### src/rtl/countdown_ift.sv
// countdown_ift: 4-bit load/decrement countdown FSM with per-signal taint tracking.
// Define IFT_IMPLICIT_FLOW_EN to also taint state from load/en on untaken branches.
module countdown_ift (
  input  logic        clk,
  input  logic [31:0] clk_t,
  input  logic        rst,
  input  logic [31:0] rst_t,
  input  logic        load,
  input  logic [31:0] load_t,
  input  logic [3:0]  load_val,
  input  logic [31:0] load_val_t,
  input  logic        en,
  input  logic [31:0] en_t,
  output logic [3:0]  count,
  output logic [31:0] count_t,
  output logic        busy,
  output logic [31:0] busy_t,
  output logic        zero,
  output logic [31:0] zero_t
);
  typedef enum logic [1:0] {IDLE, RUN, DONE} state_e;
  state_e      r_state, w_state_n;
  logic [31:0] r_state_t, w_state_t_n, w_count_t_n, w_zero_t_n, w_ld_t;
  logic [3:0]  w_count_n;
  logic        w_zero_n, w_last;
  logic        w_unused;
  assign w_unused = ^clk_t;
  assign busy     = r_state == RUN;
  assign busy_t   = r_state_t;
  assign w_ld_t   = load_val_t | load_t;
  assign w_last   = count == 4'd1;
  always_comb begin
    w_state_n   = r_state;
    w_state_t_n = r_state_t;
    w_count_n   = count;
    w_count_t_n = count_t;
    w_zero_n    = 1'b0;
    w_zero_t_n  = zero_t;
    if (load) begin
      w_count_n   = load_val;
      w_count_t_n = w_ld_t;
      w_state_t_n = w_ld_t;
      w_state_n   = load_val != 4'd0 ? RUN : DONE;
      w_zero_n    = load_val == 4'd0;
      w_zero_t_n  = load_val == 4'd0 ? w_ld_t : zero_t;
    end else if (r_state == RUN && en) begin
      w_count_n   = count - 4'd1;
      w_count_t_n = count_t | en_t;
      w_state_t_n = r_state_t | en_t;
      w_state_n   = w_last ? DONE : RUN;
      w_zero_n    = w_last;
      w_zero_t_n  = w_last ? count_t | en_t : zero_t;
    end else if (r_state == DONE) begin
      w_state_n = IDLE;
    end
`ifdef IFT_IMPLICIT_FLOW_EN
    // control inputs that could have steered the update taint it even when not taken
    w_count_t_n = w_count_t_n | load_t | (r_state == RUN ? en_t : 32'd0);
    w_state_t_n = w_state_t_n | load_t | (r_state == RUN ? en_t : 32'd0);
    w_zero_t_n  = w_zero_t_n  | load_t | (r_state == RUN ? en_t : 32'd0);
`endif
  end
  always_ff @(posedge clk) begin
    if (rst) begin
      r_state   <= IDLE;
      r_state_t <= rst_t;
      count     <= 4'd0;
      count_t   <= rst_t;
      zero      <= 1'b0;
      zero_t    <= rst_t;
    end else begin
      r_state   <= w_state_n;
      r_state_t <= w_state_t_n;
      count     <= w_count_n;
      count_t   <= w_count_t_n;
      zero      <= w_zero_n;
      zero_t    <= w_zero_t_n;
    end
  end
endmodule

### config.mk
export PLATFORM = sky130hd
export DESIGN_NAME = countdown_ift
export DESIGN_NICKNAME = d
export VERILOG_FILES = /design/src/rtl/countdown_ift.sv
export SDC_FILE = /design/constraint.sdc
export NUM_CORES = 1
export LEC_CHECK = 0
export BUFFER_PORTS_ARGS = -buffer_cell sky130_fd_sc_hd__buf_2
export CELL_PAD_IN_SITES_DETAIL_PLACEMENT = 2
export CELL_PAD_IN_SITES_GLOBAL_PLACEMENT = 2
export CORE_MARGIN = 5
export CORE_UTILIZATION = 27
export CTS_CLUSTER_DIAMETER = 50
export DETAILED_ROUTE_END_ITERATION = 7
export GPL_TIMING_DRIVEN = 1
export PLACE_DENSITY_LB_ADDON = 0.1
export REMOVE_ABC_BUFFERS = 1
export SLEW_MARGIN = 25
export SYNTH_ARGS = -nofsm -noshare
export SYNTH_HDL_FRONTEND = slang
export SYNTH_SLANG_ARGS = --single-unit
### constraint.sdc
create_clock -name clk -period 5.5 [get_ports clk]
set_input_delay 0.55 -clock clk [delete_from_list [all_inputs] [get_ports clk]]
set_output_delay 0.55 -clock clk [all_outputs]
set_load 0.02 [all_outputs]
==> impl_metrics.csv, run 1 <==
group,metric,value,unit
global_routing,overflow,0,
die,die_h,138,um
route,drtPass1Iterations,4,
die,coreArea,16000,um^2
layout,drive_above_1_share,41.0,%
sta,fin_worst_skew,0.0111,ns
sta,hold_viol_final,0,
sta,report.final.slew_viol_count,0,
sta,layout_setup_ws,3.04,ns
place,io_buffers,237,
die,die_x,138,um
logic_synthesis,synth-edff-count,96,
worst_hold_path,hp-class,"input port to flop",
route,drc,0,
global_routing,antenna_found_initial,1,
layout,multiInputGateArea,1330,um^2
pwr,swShare,28.4,%
clocking,cts-root-buf,"clkbuf_16",
place,hpwl,11700,um
clocking,clk_latency,0.36,ns
global_routing,grt_pass1_wl,24800,um
pwr,comb_power_share,18.5,%
logic_synthesis,ys_ff_latch,103,
setup_path,path_cells,"buf_2 -> buf_4 -> nor2_4 -> nand2_2 -> buf_4",
logic_synthesis,yosysTopAreaCell,"edfxtp_1",
setup_path,r2r-end,"busy_t[3]$_DFFE_PP_",
pwr,p_int,1.40,mW
clocking,htreeDepth,3,
pwr,finalPower,1.95,mW
logic_synthesis,postSynthAreaPerCell,11.5,um^2
sta,worst_pin_slew,0.960,ns
setup_path,required,5.49,ns
die,initial_core_util,27.7,%
logic_synthesis,netlist-cell-type-count,31,
layout,fillers,1812,
route,routed_wl,15600,um
layout,n_antenna_cell,0,
logic_synthesis,ys.flop_type,"edfxtp_1",
setup_path,r2r_cells,3,
logic_synthesis,syn_inst,386,
clocking,numCtsBuffers,9,
pwr,clock_power_share,30.7,%
place,dpl_worst_slack,2.61,ns
clocking,ctsResizeCount,0,
setup_path,crit_slowest_cell,"buf_4",
die,rows,46,
pwr,p_seq_share,50.8,%
die,io_pins,270,
sta,maxSlewHeadroom,36.0,%
route,via_per_inst,4.67,
sta,final.min_clock_period,2.46,ns
setup_path,r2r-start,"r_state[1]$_SDFFE_PP0P_",
setup_path,worstPathMaxFanout,73,
setup_path,worstSetupPathDepth,5,
sta,setup_viol,0,
logic_synthesis,syn_area,4430,um^2
route,vias,3910,
pwr,switching_power,0.553,mW
setup_path,cp.arrival,2.45,ns
clocking,post-cts-setup-buffer-count,0,
setup_path,crit_path_frequent_cell,"buf_4",
logic_synthesis,yosys_warnings,0,
job,cap_violations,0,
place,place_congestion,0.757,
sta,finalSetupTns,0,ns
route,ant_nets,0,
global_routing,grt_usage,16.3,%
clocking,cts.sinks,103,
logic_synthesis,synth_area_leaders,"edfxtp_1 (65%), o21ai_0 (11%), nand2_1 (8.5%), o21a_1 (5.4%), dfxtp_1 (3.2%)",
pwr,p_leak,2.66,nW
logic_synthesis,synth.most_common_cell,"nand2_1",
layout,final_cells,838,
clocking,clkSlewWorstSetupHoldPaths,0.07,ns
setup_path,critPathMaxStageDelay,0.58,ns
setup_path,start_kind,"input port",
setup_path,critPathCaptureType,"flop",
sta,rsz0062_at_grt,"no",
worst_hold_path,hold_start,"load_val[1]",
layout,nets,787,
place,numPlacedInstances,822,
outcome,status,"finished clean",
setup_path,cp_num_buf_inv,3,
layout,final_cell_area,6110,um^2
worst_hold_path,min_path_cells,3,
global_routing,first_global_vias,4468,
setup_path,crit_type,"input port to flop",
setup_path,reg2reg_setup_slack,3.32,ns
pwr,vdd_ir_drop_max,0.000147,V
clocking,cts_tree,"yes",
global_routing,grt_max_degree,74,
logic_synthesis,synth_top_cell_area_share,65.0,%
logic_synthesis,ys_seq_area_share,68.2,%
sta,period_share,44.7,%
route,drt-initial-drc-count,163,
place,place_area,5850,um^2
worst_hold_path,min_to,"count[1]$_SDFFE_PP0P_",
clocking,cts_hold_buf,0,
clocking,cts_buffer_depth,2,
sta,fmax,0.407,GHz
die,die_area,19100,um^2
setup_path,cp_top_family,"buffers and inverters",
route,wire_per_inst,18.6,um
logic_synthesis,synthTopCellsByCount,"nand2_1 (101), edfxtp_1 (96), o21ai_0 (96)",
layout,register_area,3020,um^2
logic_synthesis,async_flop_share,0,%
layout,area_delta_synth_final,37.8,%
pwr,p_per_area,319,nW/um^2
[cell usage in the layout, fill, tap and decap left out, types with 2 or more instances in the layout]
cell	count
a311oi_1	2
buf_2	237
buf_4	3
clkbuf_1	5
clkbuf_16	9
dfxtp_1	7
edfxtp_1	96
ha_1	2
inv_1	3
nand2_1	100
nand3b_1	2
nor2_1	4
nor2b_1	2
nor4_1	2
o21a_1	32
o21ai_0	96
or3_1	2
[worst reg2reg max path, delay by kind of cell, from the launching register on]
kind	cells	cell delay, ns
and+or+nand+nor	2	0.89
buffers and inverters	1	0.57
DFF	1	0.34
[flip-flops by register name, indices dropped and copies added (netlist names)]
name,flops
busy_t,32
count_t,32
zero_t,32
count,4
r_state,2
zero,1
[power by group through the flow]
stage / logic (mW) / registers [mW] / clock network, mW
floorplan: 0.0871 / 1.10 / 0
global placement: 0.361 / 1.00 / 0
detailed placement: 0.371 / 1.01 / 0
CTS: 0.372 / 0.992 / 0.616
global route: 0.398 / 1.00 / 0.655
finish: 0.362 / 0.991 / 0.598
[metrics by stage]
stage,hold slack [ns],util [%]
after floorplan,0.504,-
after detailed placement,0.549,36.5
after global placement,0.528,36.5
after CTS,0.463,38.2
final,0.478,38.2
after global routing,0.479,38.2
[layout make-up]
type | instances | area share [%]
tap | 216 | 4.42
inverter | 3 | 0.184
timing repair buffer | 240 | 19.8
clock buffer | 15 | 4.22
clock inverter | 1 | 0.0819
multi-input combinational | 260 | 21.8
sequential | 103 | 49.5
[logic make-up after synthesis]
family	count (synthesis)	share of synthesized area, %
fa+ha+maj	2	0.564
compound gates	137	17.8
flops	103	68.2
simple gates	120	11.2
buf+inv	23	2.06
mux	1	0.226
[routing by layer]
layer | vias up | share of wire [%] | track usage, %
met2 | 154 | 50 | 28.5
met1 | 1867 | 41 | 18.3
li1 | 1867 | - | -
met3 | 20 | 8.2 | 6.55
met4 | 2 | 1.4 | 4.73
met5 | - | 0.083 | 0
[worst max-delay path by stage]
stage / to / slack (ns) / start
2_1_floorplan: busy_t[0]$_DFFE_PP_ / 1.03 / rst
3_3_place_gp: busy_t[18]$_DFFE_PP_ / 2.63 / rst
3_5_place_dp: count_t[18]$_DFFE_PP_ / 2.61 / rst
4_1_cts: busy_t[25]$_DFFE_PP_ / 2.95 / rst
5_1_grt: count_t[18]$_DFFE_PP_ / 2.85 / rst
6_report: busy_t[3]$_DFFE_PP_ / 3.04 / rst
Power figures use the tool's default switching activity.
==> run 2: changes to the inputs <==
Settings changed: CORE_UTILIZATION 27 to 25.
Clock period 5.5 ns to 2.45 ns, I/O delays scaled along.
==> impl_metrics.csv, run 2 (synthesis results as in run 1) <==
group,metric,value,unit
die,rows,48,
clocking,numCtsBuffers,9,
global_routing,grt_usage,14.7,%
job,cap_violations,0,
layout,n_antenna_cell,0,
worst_hold_path,hold_start,"load_val[1]",
die,die_area,20500,um^2
sta,worst_pin_slew,0.622,ns
setup_path,reg2reg_setup_slack,0.77,ns
die,io_pins,270,
place,hpwl,11900,um
route,routed_wl,15800,um
setup_path,r2r-end,"zero_t[11]$_DFFE_PP_",
setup_path,r2r-start,"count[1]$_SDFFE_PP0P_",
layout,fillers,1955,
worst_hold_path,hp-class,"input port to flop",
pwr,p_leak,2.70,nW
pwr,p_int,3.21,mW
pwr,p_seq_share,49.8,%
layout,final_common_cell,"buf_2",
pwr,comb_power_share,18.6,%
route,wire_per_inst,18.6,um
outcome,status,"finished clean",
pwr,switching_power,1.25,mW
global_routing,grt-busiest-layer,"met2",
layout,final_cell_area,6200,um^2
setup_path,critPathCaptureType,"flop",
global_routing,met1_usage,17.1,%
global_routing,met3_usage,5.29,%
global_routing,antenna_found_initial,0,
clocking,post-cts-setup-buffer-count,0,
die,die_h,143,um
sta,whs,0.186,ns
route,ant_nets,0,
layout,mostFrequentLayoutCells,"buf_2 (237), nand2_1 (100), o21ai_0 (96), edfxtp_1 (96), o21a_1 (32)",
sta,setup_viol,0,
setup_path,critPathMaxStageDelay,0.57,ns
die,coreArea,17400,um^2
sta,rsz0062_at_grt,"no",
layout,area_delta_synth_final,39.9,%
die,die_x,143,um
global_routing,grt_pass1_wl,23200,um
setup_path,crit_type,"input port to flop",
worst_hold_path,min_path_cells,3,
setup_path,cp_top_family,"buffers and inverters",
setup_path,r2r_cells,6,
clocking,clk_latency,0.34,ns
route,drt-initial-drc-count,147,
sta,fmax,0.590,GHz
route,via_per_inst,4.65,
global_routing,first_global_vias,4260,
clocking,cts-root-buf,"clkbuf_16",
clocking,htreeDepth,3,
route,vias,3948,
global_routing,overflow,0,
setup_path,required,2.66,ns
global_routing,met2_usage,25.2,%
sta,final.min_clock_period,1.69,ns
setup_path,crit_slowest_cell,"nor2_4",
pwr,p_per_area,719,nW/um^2
layout,drive_above_1_share,41.8,%
setup_path,cp.arrival,1.90,ns
route,drtPass1Iterations,4,
die,initial_core_util,25.5,%
setup_path,start_kind,"input port",
pwr,vdd_ir_drop_max,0.000311,V
global_routing,grt_max_degree,73,
place,place_congestion,0.775,
place,place_area,5920,um^2
sta,maxSlewHeadroom,58.5,%
clocking,cts_buffer_depth,2,
pwr,swShare,28.1,%
setup_path,path_cells,"buf_2 -> nor2_4 -> buf_4 -> o21ai_0 -> nand2_1",
sta,period_share,69.2,%
route,drc,0,
clocking,cts.sinks,103,
setup_path,cp_num_buf_inv,2,
clocking,ctsResizeCount,0,
clocking,cts_hold_buf,0,
sta,hold_viol_final,0,
layout,nets,790,
sta,report.final.slew_viol_count,0,
worst_hold_path,min_to,"count[1]$_SDFFE_PP0P_",
pwr,clock_power_share,31.7,%
sta,fin_worst_skew,0.0111,ns
sta,finalSetupTns,0,ns
clocking,cts_tree,"yes",
setup_path,worstPathMaxFanout,42,
clocking,clkSlewWorstSetupHoldPaths,0.07,ns
place,io_buffers,237,
[run 2: power by group through the flow]
stage	clock (mW)	combinational, mW	sequential (mW)
finish	1.41	0.829	2.22
global route	1.54	0.906	2.24
CTS	1.48	0.853	2.22
detailed placement	0	0.849	2.26
global placement	0	0.827	2.25
floorplan	0	0.196	2.47
[run 2: per-layer routing]
metal | part of all wire [%] | vias up
li1 | - | 1874
met1 | 41 | 1905
met2 | 48 | 151
met3 | 8.4 | 18
met4 | 1.9 | 0
met5 | 0 | -
[run 2: worst max-delay path by stage]
stage / cells after the start / endpoint / slack (ns) / startpoint
2_1_floorplan: 2 / busy_t[0]$_DFFE_PP_ / -1.71 / rst
3_3_place_gp: 5 / zero_t[22]$_DFFE_PP_ / 0.40 / load
3_5_place_dp: 5 / zero_t[2]$_DFFE_PP_ / 0.33 / load
4_1_cts: 5 / count_t[2]$_DFFE_PP_ / 0.69 / load
5_1_grt: 5 / count_t[13]$_DFFE_PP_ / 0.57 / load
6_report: 5 / count_t[2]$_DFFE_PP_ / 0.76 / load
[run 2: stage by stage]
stage	power, mW	instances	worst slack, ns	utilization, %
2_1_floorplan	2.67	366	-1.71	-
3_3_place_gp	3.08	834	0.405	34.1
3_5_place_dp	3.11	834	0.327	34.1
4_1_cts	4.55	849	0.690	35.7
5_1_grt	4.69	849	0.570	35.7
6_report	4.46	849	0.755	35.7
[run 2: layout make-up]
type | count | area, um^2 | share of cell area (%)
timing repair buffer | 243 | 1270 | 20.4
sequential | 103 | 3020 | 48.7
clock inverter | 6 | 62.6 | 1.01
inverter | 3 | 11.3 | 0.181
tap | 225 | 282 | 4.54
clock buffer | 9 | 225 | 3.63
multi-input combinational | 260 | 1330 | 21.5
[run 2: worst register-to-register path, cell delays in order, from the launching register on]
cell	delay, ns
dfxtp_1	0.33
inv_1	0.10
ha_1	0.16
nor4b_1	0.24
a22oi_1	0.15
nand2b_2	0.13
buf_12	0.22
